[src/rtl/servo_capture_if.sv]
// servo_capture_if: 8-bit SoC I/O bus bundle for the servo capture block.
//   din      write data          (master -> slave)
//   address  register address    (master -> slave)
//   w_en     write strobe        (master -> slave)
//   r_en     read strobe         (master -> slave)
//   dout     registered read data (slave -> master)
interface servo_capture_if;
   logic [7:0] din;
   logic [7:0] address;
   logic       w_en;
   logic       r_en;
   logic [7:0] dout;
   modport master (output din, address, w_en, r_en, input dout);
   modport slave (input din, address, w_en, r_en, output dout);
endinterface

[src/rtl/servo_capture.sv]
// servo_capture: decodes an RC-servo PWM pulse width into an 8-bit position, polled over the I/O bus.
//   clk         16 MHz system clock
//   rst_n       asynchronous active-low reset
//   bus         slave side of the I/O bus (VALUE at BASE, STATUS at BASE+1, CTRL at BASE+2)
//   servo_in    asynchronous PWM input pin
//   new_sample  one-clk strobe when VALUE is updated
module servo_capture #(
   parameter logic [7:0] BASE_ADDRESS  = 8'h00,
   parameter int         PRESCALE_MAX  = 102,
   parameter int         MIN_TICKS     = 91,
   parameter int         GUARD_TICKS   = 16,
   parameter int         TIMEOUT_TICKS = 3937
) (
   input  logic            clk,
   input  logic            rst_n,
   servo_capture_if.slave  bus,
   input  logic            servo_in,
   output logic            new_sample
);
   localparam int PW = $clog2(PRESCALE_MAX + 1);
   localparam logic [PW-1:0] P_MAX = PW'(PRESCALE_MAX);
   localparam logic [11:0] W_MIN = 12'(MIN_TICKS);
   localparam logic [11:0] W_TOP = 12'(MIN_TICKS + 255);
   localparam logic [11:0] W_LO = 12'(MIN_TICKS - GUARD_TICKS);
   localparam logic [11:0] W_HI = 12'(MIN_TICKS + 255 + GUARD_TICKS);
   localparam logic [11:0] T_MAX = 12'(TIMEOUT_TICKS);
   localparam logic [7:0] A_VAL = BASE_ADDRESS;
   localparam logic [7:0] A_ST = BASE_ADDRESS + 8'd1;
   localparam logic [7:0] A_CTRL = BASE_ADDRESS + 8'd2;

   typedef enum logic [1:0] {WAIT_LOW, WAIT_RISE, MEASURE} state_t;

   state_t        state_q, state_d;
   logic [2:0]    sync_q;
   logic [PW-1:0] presc_q, presc_d;
   logic [11:0]   width_q, width_d;
   logic [11:0]   frame_q, frame_d;
   logic [11:0]   evw_q, evw_d;
   logic          eval_q, eval_d;
   logic [7:0]    value_q, value_d;
   logic          new_q, new_d;
   logic          present_q, present_d;
   logic          rerr_q, rerr_d;
   logic          tout_q, tout_d;
   logic          en_q, en_d;
   logic [7:0]    dout_q, dout_d;
   logic          ns_q;

   logic        rise, fall, tick, to_evt, en_eff;
   logic        rd_value, wr_status, wr_ctrl;
   logic        ok, set_new, set_err;
   logic [11:0] w_inc;
   logic [7:0]  val, status;
   logic        unused_din;

   // sync_q[1] is the synchronized pin; sync_q[2] is the edge-detect history flop
   assign rise = sync_q[1] & ~sync_q[2];
   assign fall = ~sync_q[1] & sync_q[2];
   assign tick = presc_q == P_MAX;
   assign w_inc = (tick && width_q != 12'hFFF) ? width_q + 12'd1 : width_q;
   assign rd_value = bus.r_en && bus.address == A_VAL;
   assign wr_status = bus.w_en && bus.address == A_ST;
   assign wr_ctrl = bus.w_en && bus.address == A_CTRL;
   // a disabling CTRL write coinciding with the falling edge discards that sample
   assign en_eff = en_q && !(wr_ctrl && !bus.din[0]);
   // fires once, on the tick that brings the frame counter up to its limit
   assign to_evt = en_q && tick && !rise && frame_q == T_MAX - 12'd1;
   assign unused_din = ^{bus.din[7:4], bus.din[1]};

   always_comb begin
      state_d = state_q;
      presc_d = (rise || tick) ? '0 : presc_q + PW'(1);
      frame_d = rise ? '0 : (tick && frame_q != T_MAX) ? frame_q + 12'd1 : frame_q;
      width_d = width_q;
      eval_d = 1'b0;
      evw_d = evw_q;
      case (state_q)
         WAIT_LOW: if (!sync_q[1]) state_d = WAIT_RISE;
         WAIT_RISE: if (rise) begin
            width_d = '0;
            state_d = MEASURE;
         end
         MEASURE: begin
            width_d = w_inc;
            // the tick landing on the falling-edge cycle still counts, giving floor(high/period)
            if (fall) begin
               eval_d = en_eff;
               evw_d = w_inc;
               state_d = WAIT_RISE;
            end
         end
         default: state_d = WAIT_LOW;
      endcase
      if (to_evt) state_d = WAIT_LOW;
      if (!en_q) begin
         state_d = WAIT_LOW;
         presc_d = '0;
         frame_d = '0;
         width_d = '0;
         eval_d = 1'b0;
      end
   end

   always_comb begin
      ok = evw_q >= W_LO && evw_q <= W_HI;
      set_new = eval_q && ok;
      set_err = eval_q && !ok;
      val = evw_q < W_MIN ? 8'h00 : evw_q > W_TOP ? 8'hFF : 8'(evw_q - W_MIN);
      value_d = set_new ? val : value_q;
      new_d = set_new || (new_q && !rd_value);
      present_d = set_new || (present_q && !to_evt);
      rerr_d = set_err || (rerr_q && !(wr_status && bus.din[2]));
      tout_d = to_evt || (tout_q && !(wr_status && bus.din[3]));
      en_d = wr_ctrl ? bus.din[0] : en_q;
      status = {4'b0, tout_q, rerr_q, present_q, new_q};
      dout_d = !bus.r_en ? dout_q :
               bus.address == A_VAL ? value_q :
               bus.address == A_ST ? status :
               bus.address == A_CTRL ? {7'b0, en_q} : 8'h00;
   end

   always_ff @(posedge clk or negedge rst_n) begin
      if (!rst_n) begin
         state_q <= WAIT_LOW;
         sync_q <= '0;
         presc_q <= '0;
         width_q <= '0;
         frame_q <= '0;
         evw_q <= '0;
         eval_q <= 1'b0;
         value_q <= '0;
         new_q <= 1'b0;
         present_q <= 1'b0;
         rerr_q <= 1'b0;
         tout_q <= 1'b0;
         en_q <= 1'b0;
         dout_q <= '0;
         ns_q <= 1'b0;
      end else begin
         state_q <= state_d;
         sync_q <= {sync_q[1:0], servo_in};
         presc_q <= presc_d;
         width_q <= width_d;
         frame_q <= frame_d;
         evw_q <= evw_d;
         eval_q <= eval_d;
         value_q <= value_d;
         new_q <= new_d;
         present_q <= present_d;
         rerr_q <= rerr_d;
         tout_q <= tout_d;
         en_q <= en_d;
         dout_q <= dout_d;
         ns_q <= set_new;
      end
   end

   assign bus.dout = dout_q;
   assign new_sample = ns_q;
endmodule
[src/flat_wrapper.sv]
// flat-port wrapper written by rule: the top's interface ports become plain ports
module servo_capture_flat 
#(
   parameter logic [7:0] BASE_ADDRESS  = 8'h00,
   parameter int         PRESCALE_MAX  = 102,
   parameter int         MIN_TICKS     = 91,
   parameter int         GUARD_TICKS   = 16,
   parameter int         TIMEOUT_TICKS = 3937
)
  (clk, rst_n, servo_in, new_sample, bus_din, bus_address, bus_w_en, bus_r_en, bus_dout);
  servo_capture_if bus_i ();
  input  logic clk;
  input  logic rst_n;
  input  logic servo_in;
  output logic new_sample;
  input wire logic [$bits(bus_i.din)-1:0] bus_din;
  input wire logic [$bits(bus_i.address)-1:0] bus_address;
  input wire logic [$bits(bus_i.w_en)-1:0] bus_w_en;
  input wire logic [$bits(bus_i.r_en)-1:0] bus_r_en;
  output wire logic [$bits(bus_i.dout)-1:0] bus_dout;
  assign bus_i.din = bus_din;
  assign bus_i.address = bus_address;
  assign bus_i.w_en = bus_w_en;
  assign bus_i.r_en = bus_r_en;
  assign bus_dout = bus_i.dout;
  servo_capture #(.BASE_ADDRESS(BASE_ADDRESS), .PRESCALE_MAX(PRESCALE_MAX), .MIN_TICKS(MIN_TICKS), .GUARD_TICKS(GUARD_TICKS), .TIMEOUT_TICKS(TIMEOUT_TICKS)) u_core (.clk(clk), .rst_n(rst_n), .bus(bus_i), .servo_in(servo_in), .new_sample(new_sample));
endmodule
[config.mk]
export PLATFORM = sky130hd
export DESIGN_NAME = servo_capture_flat
export DESIGN_NICKNAME = d
export VERILOG_FILES = /design/src/rtl/servo_capture_if.sv /design/src/rtl/servo_capture.sv /design/src/flat_wrapper.sv
export SDC_FILE = /design/constraint.sdc
export NUM_CORES = 1
export LEC_CHECK = 0
export ABC_AREA = 1
export BUFFER_PORTS_ARGS = -buffer_cell sky130_fd_sc_hd__buf_2
export CORE_ASPECT_RATIO = 0.6
export CORE_UTILIZATION = 60
export CTS_CLUSTER_DIAMETER = 50
export DETAILED_ROUTE_END_ITERATION = 10
export HOLD_SLACK_MARGIN = 0.03
export PLACE_DENSITY = 0.8
export SYNTH_ARGS = -nofsm -noshare
export SYNTH_HDL_FRONTEND = slang
export SYNTH_SLANG_ARGS = --single-unit
[constraint.sdc]
create_clock -name clk -period 2.18 [get_ports clk]
set_clock_uncertainty 0.15 [all_clocks]
set_input_delay 0.218 -clock clk [delete_from_list [all_inputs] [get_ports clk]]
set_output_delay 0.218 -clock clk [all_outputs]
set_load 0.1 [all_outputs]
* Word level (Yosys, flattened, before mapping)
Index checks and enable logic that the tools add are counted.
Cells by class: $add $sub $neg 4, multipliers 0, div/mod/pow operators 0, magnitude comparators 4, equality and inequality tests 14, shift operators 0, muxes and demuxes 23, bitwise logic cells 4, reduce and logical (&&, ||, !) cells 37
Operators by type and width (number):
- $mux 12 | 6
- $mux 8 | 4
- $add 12x1->12 const B | 2
- $ne 12x12->1 const B | 2
- $pmux 12 s2 | 1
- $logic_and 1x1->1 | 19
- $mux 7 | 2
- $eq 12x12->1 const B | 1
- $ge 12x7->1 const B | 1
- $gt 12x9->1 const B | 1
- $le 12x9->1 const B | 1
- $lt 12x7->1 const B | 1
- $ne 4x4->1 const B | 3
- $mux 2 | 5
- $ne 3x3->1 const B | 3
- $eq 8x1->1 const B | 1
- $eq 8x2->1 const B | 1
- $logic_not 1->1 | 8
- $logic_not 8->1 | 1
- $sub 8x7->8 const B | 1
- $add 7x1->7 const B | 1
- $eq 7x7->1 const B | 1
- $pmux 2 s3 | 1
- $logic_or 1x1->1 | 5
- 8 further kinds | 14
Storage, ports and cells: bits in registers 71, bits in latches 0, RAM bits 0, ROM bits 0, word-level logic and storage cells 101, memories kept 0

* Depth between registers and ports, before layout
Gate-level depths: netlist of run 1.
depth in word-level cells 8, mapped depth 11, mapped depth without buffers 11

* Worst setup path before layout of run 1
OpenSTA, ideal clock, no wires.
kind register -> register, start point register u_core.presc_q[0], end point register u_core.frame_q[4], library setup time 127 ps, data arrival time 1427 ps, required time 1903 ps, path slack 476 ps, stages on the path, launching flop included 9, cell sequence dfrtp_1 inv_1 ha_1 nand2_2 nor3_4 nor2_2 a21oi_4 buf_6 o21ai_0
On the way: cells in the longest elaborated chain, start to end 3
RTL lines:
- start, declared | line servo_capture.sv:35 | logic [PW-1:0] presc_q, presc_d;
- start signal, assigned | line servo_capture.sv:142 | presc_q <= presc_d;
- $eq 7x7->1 | line servo_capture.sv:59 | assign tick = presc_q == P_MAX;
- $logic_and 1x1->1 | line servo_capture.sv:73 | frame_d = rise ? '0 : (tick && frame_q != T_MAX) ? frame_q + 12'd1 : frame_q;
- $ne 3x3->1 (no line)
- end signal, assigned | line servo_capture.sv:144 | frame_q <= frame_d;
- end, declared | line servo_capture.sv:37 | logic [11:0] frame_q, frame_d;
No other way between the ends. A chain may end at the register's enable or synchronous reset.

* Worst setup path in the final report of run 1
start point register u_core.evw_q[1], end point register u_core.value_q[4]
On the way: cells in the longest elaborated chain, start to end 3
RTL lines:
- start, declared | line servo_capture.sv:38 | logic [11:0] evw_q, evw_d;
- start signal, assigned | line servo_capture.sv:145 | evw_q <= evw_d;
- $gt 12x9->1 (tied with other cells) | line servo_capture.sv:108 | val = evw_q < W_MIN ? 8'h00 : evw_q > W_TOP ? 8'hFF : 8'(evw_q - W_MIN);
- $mux 8 or $logic_and 1x1->1 (tied branches) | line servo_capture.sv:108, servo_capture.sv:105
- $mux 8 or $logic_and 1x1->1 (tied branches) | line servo_capture.sv:108, servo_capture.sv:106
- end signal, assigned | line servo_capture.sv:147 | value_q <= value_d;
- end, declared | line servo_capture.sv:40 | logic [7:0] value_q, value_d;
Several ways; a longest one is shown, not always the timed one.

==> impl_metrics.env, run 1 <==
export IMPL_reg2reg_depth=8
export IMPL_nNetsFinal=620
export IMPL_cp_cell_sequence="ha_1 -> inv_1 -> a21oi_2 -> nor2_1 -> o21bai_1 -> nand3_1 -> nand2_1 -> nand2_1"
export IMPL_cts_root_buf="clkbuf_8"
export IMPL_synth_adder_area_share=0.03707
export IMPL_p_int_mw=2.183
export IMPL_final_fill_count=533
export IMPL_worstPathMaxFanout=10
export IMPL_ant_nets=0
export IMPL_coreArea_sq_um=6304
export IMPL_muxShareOfSynthArea=0
export IMPL_antenna_cells=0
export IMPL_finalMaxSlewViolations=0
export IMPL_synth_seq_cells=71
export IMPL_timing_rr_start="u_core.evw_q[1]"
export IMPL_regArea_sq_um=1777
export IMPL_numPortBuffers=24
export IMPL_drt_pass1_iter_count=5
export IMPL_drv_cap=0
export IMPL_synth_cell_types=34
export IMPL_finalSetupViolCount=0
export IMPL_crit_path_frequent_cell="nand2_1"
export IMPL_p_per_area_nw_per_um2=694.0
export IMPL_wire_per_inst_um=12.37
export IMPL_multi_input_area_sq_um=2004
export IMPL_min_path_cells=3
export IMPL_synthCells=545
export IMPL_cp_end_kind="flip-flop"
export IMPL_top_level_ports=30
export IMPL_rrSetupSlack_ps=240
export IMPL_p_comb_frac=0.202
export IMPL_track_usage=0.2705
export IMPL_die_w_um=108.1
export IMPL_dp_hpwl_um=6090
export IMPL_crit_type="flip-flop to flip-flop"
export IMPL_cp_slowest_stage_delay_ps=440
export IMPL_synth_compound_area_frac=0.06395
export IMPL_instances_no_fill=676
export IMPL_seqPwrFrac=0.471
export IMPL_holdWs_ps=69.09
export IMPL_gp_congestion=0.8807
export IMPL_grt_pass1_vias=3168
export IMPL_synth_seq_area_share=0.4387
export IMPL_die_area_sq_um=7093
export IMPL_final_period_utilization=0.8887
export IMPL_clock_latency_ps=350
export IMPL_clock_sinks=71
export IMPL_ctsHtreeMaxLevel=3
export IMPL_synth_simple_gate_area_share=0.3550
export IMPL_startpoint_type="flip-flop"
export IMPL_ys_warn_count=0
export IMPL_critPathArrivalTime_ps=2030
export IMPL_p_sw_uw=986.0
export IMPL_fmax_mhz=516.2
export IMPL_clockBufferDepth=2
export IMPL_cts_tree="built"
export IMPL_viasPerCell=5.195
export IMPL_setup_tns_final_ps=0
export IMPL_min_path_type="input port to flip-flop"
export IMPL_initial_core_util=0.6425
export IMPL_grt_pass1_wl_um=14590
export IMPL_fin_crit_ps=1937
export IMPL_drtIter0Drc=234
export IMPL_holdPathEnd="u_core.bus.dout[6]"
export IMPL_reg2reg_to="u_core.value_q[4]"
export IMPL_placedCellCount=653
export IMPL_synth_area_per_cell_sq_um=7.431
export IMPL_cts_buffers=9
export IMPL_clkSlewWorstSetupHoldPaths_ps=70
export IMPL_swShare=0.3111
export IMPL_grt_ovfl_total=0
export IMPL_fin_total_pwr_mw=3.169
export IMPL_cpMaxStageDelayCell="dfrtp_1"
export IMPL_hold_viol=0
export IMPL_wl_um=8360
export IMPL_synth_xor_area_share=0.03892
export IMPL_min_from="bus_r_en"
export IMPL_synth_net_count=578
export IMPL_critical_path_required_ps=2280
export IMPL_outcome="finished, final reports clean"
export IMPL_cellLeakagePower_nw=2.315
export IMPL_vias=3512
export IMPL_die_y_um=65.64
export IMPL_rows=22
export IMPL_drive_gt1_frac=0.1081
export IMPL_rsz0062_at_grt="no"
export IMPL_grt_antenna_before_repair=0
export IMPL_grt_max_degree=72
export IMPL_pwr_share_clk=0.327
export IMPL_remaining_drc_errors=0
export IMPL_tightest_slew_ps=554.9
export IMPL_peakVddDrop_uv=624.4
export IMPL_maxSlewHeadroom=0.6301
export IMPL_syn_area_sq_um=4050
export IMPL_synth_top_family_by_area="simple AND/OR/NAND/NOR gates"
export IMPL_syn2layout_area_growth_pct=12.76
==> cells by family (layout without fill, tap and decap cells) <==
family	count (synthesis)	count (layout)
buf+inv	64	111
flops	71	71
simple gates	333	333
fa+ha+maj	12	12
xor+xnor	18	18
compound gates	47	47
==> timing repair <==
action                     4_1_cts  5_1_grt
hold buffers                     6        0
gates resized for setup          0        1
buffers inserted                 0        1
hold endpoints to repair        76        0
setup endpoints to repair        0        8
==> cells in the final DEF, fill, tap and decap left out, drive strengths merged <==
| cell type | count |
|---|---|
| nand3b | 1 |
| o211ai | 2 |
| nor3b | 2 |
| a31oi | 1 |
| ha | 12 |
| nor2 | 59 |
| xnor2 | 6 |
| clkinv | 3 |
| o21ai | 25 |
| dlygate4sd3 | 6 |
| clkbuf | 12 |
| bufinv | 1 |
| nand3 | 60 |
| a21oi | 18 |
| o21bai | 1 |
| inv | 54 |
| nor3 | 10 |
| dfrtp | 71 |
| nand2 | 194 |
| nand4 | 7 |
| buf | 35 |
| xor2 | 12 |
==> flip-flops by register name, indices dropped and copies added (netlist names) <==
signal,count
u_core.tout_q,1
u_core.sync_q,3
u_core.width_q,12
u_core.presc_q,7
u_core.new_q,1
u_core.value_q,8
u_core.new_sample,1
u_core.bus.dout,8
u_core.eval_q,1
u_core.evw_q,12
u_core.frame_q,12
u_core.state_q,2
u_core.en_q,1
u_core.present_q,1
u_core.rerr_q,1
==> power by group through the flow <==
stage               sequential [mW]  clock [mW]  combinational [mW]
finish                         1.49        1.04               0.640
global route                   1.51        1.12               0.729
global placement               1.51           0               0.605
detailed placement             1.51           0               0.629
floorplan                      1.49           0               0.461
CTS                            1.49        1.07               0.637
==> layer usage <==
metal  wire [um]  vias to the layer above  track usage
met4          77                        0      0.08904
li1            -                     1828            -
met1        4427                     1588       0.3982
met3         517                       10      0.07044
met2        3337                       86       0.3854
met5           0                        -            0
==> synth_stat cells <==
cell type | instances | share of area
buf_2 | 4 | 0.0049
nor3_4 | 1 | 0.0040
nand2_1 | 192 | 0.18
a31oi_1 | 1 | 0.0015
o21ai_1 | 7 | 0.0086
buf_4 | 2 | 0.0037
nor3b_1 | 2 | 0.0037
ha_1 | 12 | 0.037
xor2_1 | 12 | 0.026
dfrtp_1 | 71 | 0.44
nand3_4 | 1 | 0.0043
nand3_1 | 58 | 0.072
nand4_1 | 7 | 0.011
nor3_1 | 8 | 0.0099
a21oi_4 | 1 | 0.0040
inv_2 | 2 | 0.0019
nand3b_1 | 1 | 0.0019
a21oi_1 | 16 | 0.020
nand2_2 | 1 | 0.0015
o21ai_0 | 18 | 0.022
o211ai_1 | 2 | 0.0037
clkbuf_1 | 1 | 0.00093
nor3_2 | 1 | 0.0025
xnor2_1 | 6 | 0.013
nand2_4 | 1 | 0.0028
clkbuf_2 | 1 | 0.0012
buf_6 | 2 | 0.0056
nor2_4 | 3 | 0.0083
inv_1 | 52 | 0.048
nand3_2 | 1 | 0.0025
o21bai_1 | 1 | 0.0019
nor2_2 | 2 | 0.0031
a21oi_2 | 1 | 0.0022
nor2_1 | 54 | 0.050
==> layout make-up <==
| cell class | instances | area share |
|---|---|---|
| clock buffer | 12 | 0.03178 |
| multi-input combinational | 410 | 0.4389 |
| clock inverter | 4 | 0.009863 |
| sequential | 71 | 0.3890 |
| tap | 84 | 0.02301 |
| timing repair buffer | 41 | 0.06301 |
| inverter | 54 | 0.04438 |
==> worst max-delay path, delay by kind of cell, from the launching register on <==
kind | cells | cell delay (ps)
AO/OA/AOI/OAI | 2 | 360
flip-flops | 1 | 440
AND/OR/NAND/NOR | 4 | 590
buffers and inverters | 1 | 80
adder cells (fa/ha/maj) | 1 | 210
==> worst max path at each step <==
stage | start | endpoint | slack, ps | depth (start not counted)
after floorplan | u_core.presc_q[0] | u_core.frame_q[4] | 480 | 8
after global placement | u_core.presc_q[0] | u_core.frame_q[2] | 220 | 9
after detailed placement | u_core.presc_q[0] | u_core.frame_q[7] | 140 | 9
after CTS | u_core.presc_q[0] | u_core.frame_q[2] | 140 | 9
after global routing | u_core.evw_q[1] | u_core.value_q[7] | 40 | 8
final | u_core.evw_q[1] | u_core.value_q[4] | 240 | 8
==> per-stage QoR <==
step	setup slack, ps	util	cell area, sq um
2_1_floorplan	475.9	-	4050
5_1_grt	42.95	0.7245	4567
3_5_place_dp	140.3	0.6816	4297
4_1_cts	138.1	0.7213	4547
6_report	242.7	0.7245	4567
3_3_place_gp	218.4	0.6816	4297
No activity file was read; power rests on OpenSTA's default activity.
==> run 2, diff against run 1 <==
- CORE_UTILIZATION: 60 -> 63
- CTS_BUF_LIST: default -> sky130_fd_sc_hd__clkbuf_8
- PLACE_DENSITY: 0.8 -> 0.83
==> run 2 against run 1 <==
  * Largest cell class unchanged
  * Clock power is 6% higher
  * Sequential share of layout area down 0.18 points
  * Sequential power is essentially flat
  * Critical path depth up 1
  * Cell area increased by 0.47%
  * First-iteration DRC count is 12% higher
  * Worst hold slack improved by 2.5 ps
  * Register-to-register slack got worse by 40 ps
  * Combinational power up 3.6%
  * Cell count increased by 0.30%
==> impl_metrics.env, run 2 (same netlist as run 1, synthesis figures left out) <==
export IMPL_outcome="finished, final reports clean"
export IMPL_clock_latency_ps=350
export IMPL_grt_ovfl_total=0
export IMPL_crit_buf_inv=2
export IMPL_holdWs_ps=71.60
export IMPL_clockBufferDepth=2
export IMPL_crit_type="flip-flop to flip-flop"
export IMPL_cp_slowest_stage_delay_ps=410
export IMPL_dp_hpwl_um=6124
export IMPL_drtIter0Drc=263
export IMPL_cts_tree="built"
export IMPL_worstPathMaxFanout=9
export IMPL_final_period_utilization=0.9064
export IMPL_cts_resized_gates=0
export IMPL_maxSlewHeadroom=0.6282
export IMPL_wire_per_inst_um=13.05
export IMPL_p_per_area_nw_per_um2=709.4
export IMPL_cts_buffers=9
export IMPL_fin_crit_ps=1976
export IMPL_rows=22
export IMPL_finalMaxSlewViolations=0
export IMPL_antenna_cells=0
export IMPL_startpoint_type="flip-flop"
export IMPL_ant_nets=0
export IMPL_wl_um=8850
export IMPL_cts_root_buf="clkbuf_8"
export IMPL_utilization=0.7441
export IMPL_track_usage=0.2923
export IMPL_grt_antenna_before_repair=0
export IMPL_mostFrequentLayoutCell="nand2_1"
export IMPL_top_regs="u_core.evw_q (12), u_core.frame_q (12), u_core.width_q (12)"
export IMPL_critPathArrivalTime_ps=2050
export IMPL_hold_viol=0
export IMPL_cp_cell_sequence="inv_1 -> ha_1 -> nand2_2 -> nor3_4 -> nor2_2 -> a21oi_4 -> inv_2 -> nand2_1 -> o21ai_1"
export IMPL_setup_tns_final_ps=0
export IMPL_ctsHtreeMaxLevel=3
export IMPL_drv_cap=0
export IMPL_gp_congestion=0.8608
export IMPL_finalSetupViolCount=0
export IMPL_die_area_sq_um=6764
export IMPL_regArea_sq_um=1777
export IMPL_multi_input_area_sq_um=2004
export IMPL_min_path_type="input port to flip-flop"
export IMPL_viasPerCell=5.326
export IMPL_final_fill_count=475
export IMPL_clock_sinks=71
export IMPL_numPortBuffers=24
export IMPL_cpMaxStageDelayCell="dfrtp_1"
export IMPL_cellLeakagePower_nw=2.336
export IMPL_die_y_um=64.11
export IMPL_critical_path_required_ps=2260
export IMPL_rsz0062_at_grt="no"
export IMPL_clkSlewWorstSetupHoldPaths_ps=70
export IMPL_cp_end_kind="flip-flop"
export IMPL_die_w_um=105.5
export IMPL_top_level_ports=30
export IMPL_vias=3611
export IMPL_nNetsFinal=622
export IMPL_layout_common_cells="nand2_1, dfrtp_1, nand3_1, nor2_1, inv_1"
export IMPL_syn2layout_area_growth_pct=13.28
export IMPL_grt_max_degree=72
export IMPL_fmax_mhz=506.1
export IMPL_grt_pass1_wl_um=15370
export IMPL_initial_core_util=0.6569
export IMPL_remaining_drc_errors=0
export IMPL_peakVddDrop_uv=673.7
export IMPL_drive_gt1_frac=0.1128
export IMPL_cp_top_family="simple AND/OR/NAND/NOR gates"
export IMPL_tightest_slew_ps=557.7
export IMPL_drt_pass1_iter_count=5
export IMPL_grt_pass1_vias=3384
export IMPL_coreArea_sq_um=6166
==> run 2: cell types whose count changed in the layout (fill, tap and decap cells not counted), sizes merged <==
cell	delta
clkinv	-1
inv	+1
buf	+2
==> run 2: area by class of cell <==
type | count | share of cell area
clock buffers | 12 | 0.03600
clock inverters | 4 | 0.009545
inverters | 54 | 0.04418
multi-input cells | 410 | 0.4369
flip-flops and latches | 71 | 0.3872
well taps | 84 | 0.02291
repair buffers | 43 | 0.06327
==> run 2: what timing repair did <==
item	CTS	global route
hold buffers	6	0
endpoints found under the setup margin	0	1
endpoints found under the hold margin	76	0
setup buffers	0	2
==> run 2: worst register-to-register path, delay by kind of cell (launching register included) <==
family	cells	cell delay (ps)
and+or+nand+nor	4	590
DFF	1	410
AOI/OAI and AO/OA	2	350
buffers and inverters	2	210
adders and majority gates	1	150
==> run 2: where the power goes <==
part	leakage [nW]	internal [mW]	switching, mW
combinational	1.27	0.233	0.430
sequential	0.951	1.40	0.0921
clock	0.114	0.615	0.486
==> run 2: path summary, 6_finish.rpt <==
kind                                      end  slack (ps)               from  depth (start not counted)
max                         u_core.frame_q[7]         200  u_core.presc_q[0]                          9
min                        u_core.bus.dout[7]          70           bus_r_en                          3
max reg2reg                 u_core.frame_q[7]         200  u_core.presc_q[0]                          9
min reg2reg                  u_core.sync_q[1]         210   u_core.sync_q[0]                          0
max in group asynchronous   u_core.presc_q[0]        1280              rst_n                          3
min in group asynchronous   u_core.frame_q[6]         250              rst_n                          3
==> run 2: routing by layer <==
metal / up-vias / GRT usage / share of wire
li1: 1820 / - / -
met1: 1642 / 0.4122 / 0.50
met2: 139 / 0.4441 / 0.42
met3: 10 / 0.07347 / 0.071
met4: 0 / 0.09722 / 0.010
met5: - / 0 / 0
==> run 2: metrics by stage <==
stage	setup slack [ps]	cell area, sq um	total power, mW	cells
after detailed placement	196.2	4304	2.152	654
final	204.0	4588	3.255	678
after CTS	171.5	4573	3.256	676
after floorplan	475.9	4050	1.951	545
after global routing	30.59	4588	3.432	678
after global placement	258.9	4304	2.120	654
==> run 3, diff against run 2 <==
- CORE_UTILIZATION: 63 -> 29
- PLACE_DENSITY: 0.83 -> 0.44
==> run 3 against run 2 <==
  * Sequential share of layout area shrank 0.95 points
  * Worst hold slack lost 8.0 ps
  * Critical path depth stayed put
  * Cell count grew 13%
==> impl_metrics.env, run 3 (same netlist as run 1, synthesis figures left out) <==
export IMPL_cts_tree="built"
export IMPL_wire_per_inst_um=12.54
export IMPL_grt_pass1_vias=3224
export IMPL_outcome="finished, final reports clean"
export IMPL_critPathArrivalTime_ps=2070
export IMPL_dp_hpwl_um=6904
export IMPL_coreArea_sq_um=13630
export IMPL_rsz0062_at_grt="no"
export IMPL_cellLeakagePower_nw=2.324
export IMPL_finalSetupViolCount=0
export IMPL_cp_end_kind="flip-flop"
export IMPL_fin_total_pwr_mw=3.344
export IMPL_die_area_sq_um=14460
export IMPL_drive_gt1_frac=0.1100
export IMPL_cts_buffers=9
export IMPL_met2_usage=0.1912
export IMPL_cts_root_buf="clkbuf_8"
export IMPL_nNetsFinal=619
export IMPL_grt_max_degree=60
export IMPL_p_sw_mw=1.068
export IMPL_hold_viol=0
export IMPL_crit_buf_inv=2
export IMPL_utilization=0.3452
export IMPL_grt_ovfl_total=0
export IMPL_min_path_type="input port to flip-flop"
export IMPL_critical_path_required_ps=2300
export IMPL_worstPathMaxFanout=13
export IMPL_drtIter0Drc=239
export IMPL_crit_type="flip-flop to flip-flop"
export IMPL_track_usage=0.1466
export IMPL_finalMaxSlewViolations=0
export IMPL_die_w_um=154.6
export IMPL_grt_antenna_before_repair=0
export IMPL_cpMaxStageDelayCell="dfrtp_1"
export IMPL_remaining_drc_errors=0
export IMPL_p_per_area_nw_per_um2=711.0
export IMPL_antenna_cells=0
export IMPL_fmax_mhz=514.2
export IMPL_viasPerCell=4.469
export IMPL_clock_latency_ps=360
export IMPL_busiest_layer="met1"
export IMPL_initial_core_util=0.2972
export IMPL_top_level_ports=30
export IMPL_clock_sinks=71
export IMPL_gp_congestion=0.8304
export IMPL_cp_top_family="simple AND/OR/NAND/NOR gates"
export IMPL_final_period_utilization=0.8921
export IMPL_cp_slowest_stage_delay_ps=410
export IMPL_grt_pass1_wl_um=16530
export IMPL_clkSlewWorstSetupHoldPaths_ps=80
export IMPL_startpoint_type="flip-flop"
export IMPL_drv_cap=0
export IMPL_worst_slack_ps=235.2
export IMPL_setup_tns_final_ps=0
export IMPL_p_comb_frac=0.199
export IMPL_use_met1=0.2288
export IMPL_syn2layout_area_growth_pct=16.13
export IMPL_rows=33
export IMPL_ctsHtreeMaxLevel=3
export IMPL_numPortBuffers=24
export IMPL_top_regs="u_core.evw_q (12), u_core.frame_q (12), u_core.width_q (12)"
export IMPL_final_fill_count=1465
export IMPL_swShare=0.3194
export IMPL_vias=3423
export IMPL_pwr_share_clk=0.357
export IMPL_fin_crit_ps=1945
export IMPL_cp_cell_sequence="inv_1 -> ha_1 -> nand2_2 -> nor3_4 -> nor2_2 -> a21oi_4 -> buf_12 -> nand3_1 -> o21ai_0"
export IMPL_die_y_um=93.54
export IMPL_peakVddDrop_uv=313.5
export IMPL_wl_um=9604
export IMPL_p_int_mw=2.276
export IMPL_maxSlewHeadroom=0.6407
export IMPL_seqPwrFrac=0.444
export IMPL_grt_use_met3=0.03892
export IMPL_tightest_slew_ps=536.9
export IMPL_drt_pass1_iter_count=4
export IMPL_mostFrequentLayoutCell="nand2_1"
export IMPL_ant_nets=0
export IMPL_layout_common_cells="nand2_1, dfrtp_1, nand3_1, nor2_1, inv_1"
export IMPL_clockBufferDepth=2
export IMPL_preCtsSetupSlack_ps=227.9
## run 3: what timing repair did
action                                  CTS  global route
endpoints found under the setup margin    0             1
buffers inserted                          0             0
hold buffers                              6             0
hold endpoints to repair                 69             0
gates resized for setup                   0             1
## run 3: metal layers
| layer | wire, um | part of all wire |
|---|---|---|
| met1 | 5467 | 0.57 |
| met2 | 3509 | 0.37 |
| met3 | 552 | 0.057 |
| met4 | 76 | 0.0079 |
| met5 | 0 | 0 |
## run 3: worst register-to-register path, stage by stage, from the launching register on
cell	delay (ps)
dfrtp_1	410
inv_1	70
ha_1	160
nand2_2	80
nor3_4	370
nor2_2	100
a21oi_4	210
buf_12	160
nand3_1	70
o21ai_0	90
## run 3: per-stage QoR
stage | cell area, sq um | instances | hold WS [ps]
final | 4703 | 766 | 63.55
after global routing | 4703 | 766 | 75.88
after CTS | 4703 | 766 | 45.05
after detailed placement | 4423 | 744 | 7.048
after global placement | 4423 | 744 | 3.531
after floorplan | 4050 | 545 | -227.6
## run 3: final timing paths
kind	startpoint	depth (start not counted)	slack [ps]	to
hold / removal	bus_r_en	3	60	u_core.bus.dout[7]
min in group asynchronous	rst_n	2	150	u_core.width_q[8]
max in group asynchronous	rst_n	3	1100	u_core.value_q[7]
setup / recovery	u_core.presc_q[0]	9	240	u_core.frame_q[3]
setup reg to reg	u_core.presc_q[0]	9	240	u_core.frame_q[3]
hold reg to reg	u_core.sync_q[0]	0	210	u_core.sync_q[1]
## run 3: layout make-up
type | count | area (sq um) | area share
multi-input cells | 410 | 2004 | 0.4262
inverters | 54 | 202.7 | 0.04310
flip-flops and latches | 71 | 1777 | 0.3778
repair buffers | 40 | 280.3 | 0.05959
well taps | 175 | 219.0 | 0.04655
clock buffers | 9 | 123.9 | 0.02634
clock inverters | 7 | 96.34 | 0.02048
## run 3: power groups by stage
stage	clock network (mW)	registers [mW]	logic (mW)
floorplan	0	1.49	0.461
global placement	0	1.51	0.651
detailed placement	0	1.51	0.660
CTS	1.24	1.49	0.672
global route	1.30	1.50	0.760
finish	1.19	1.48	0.665
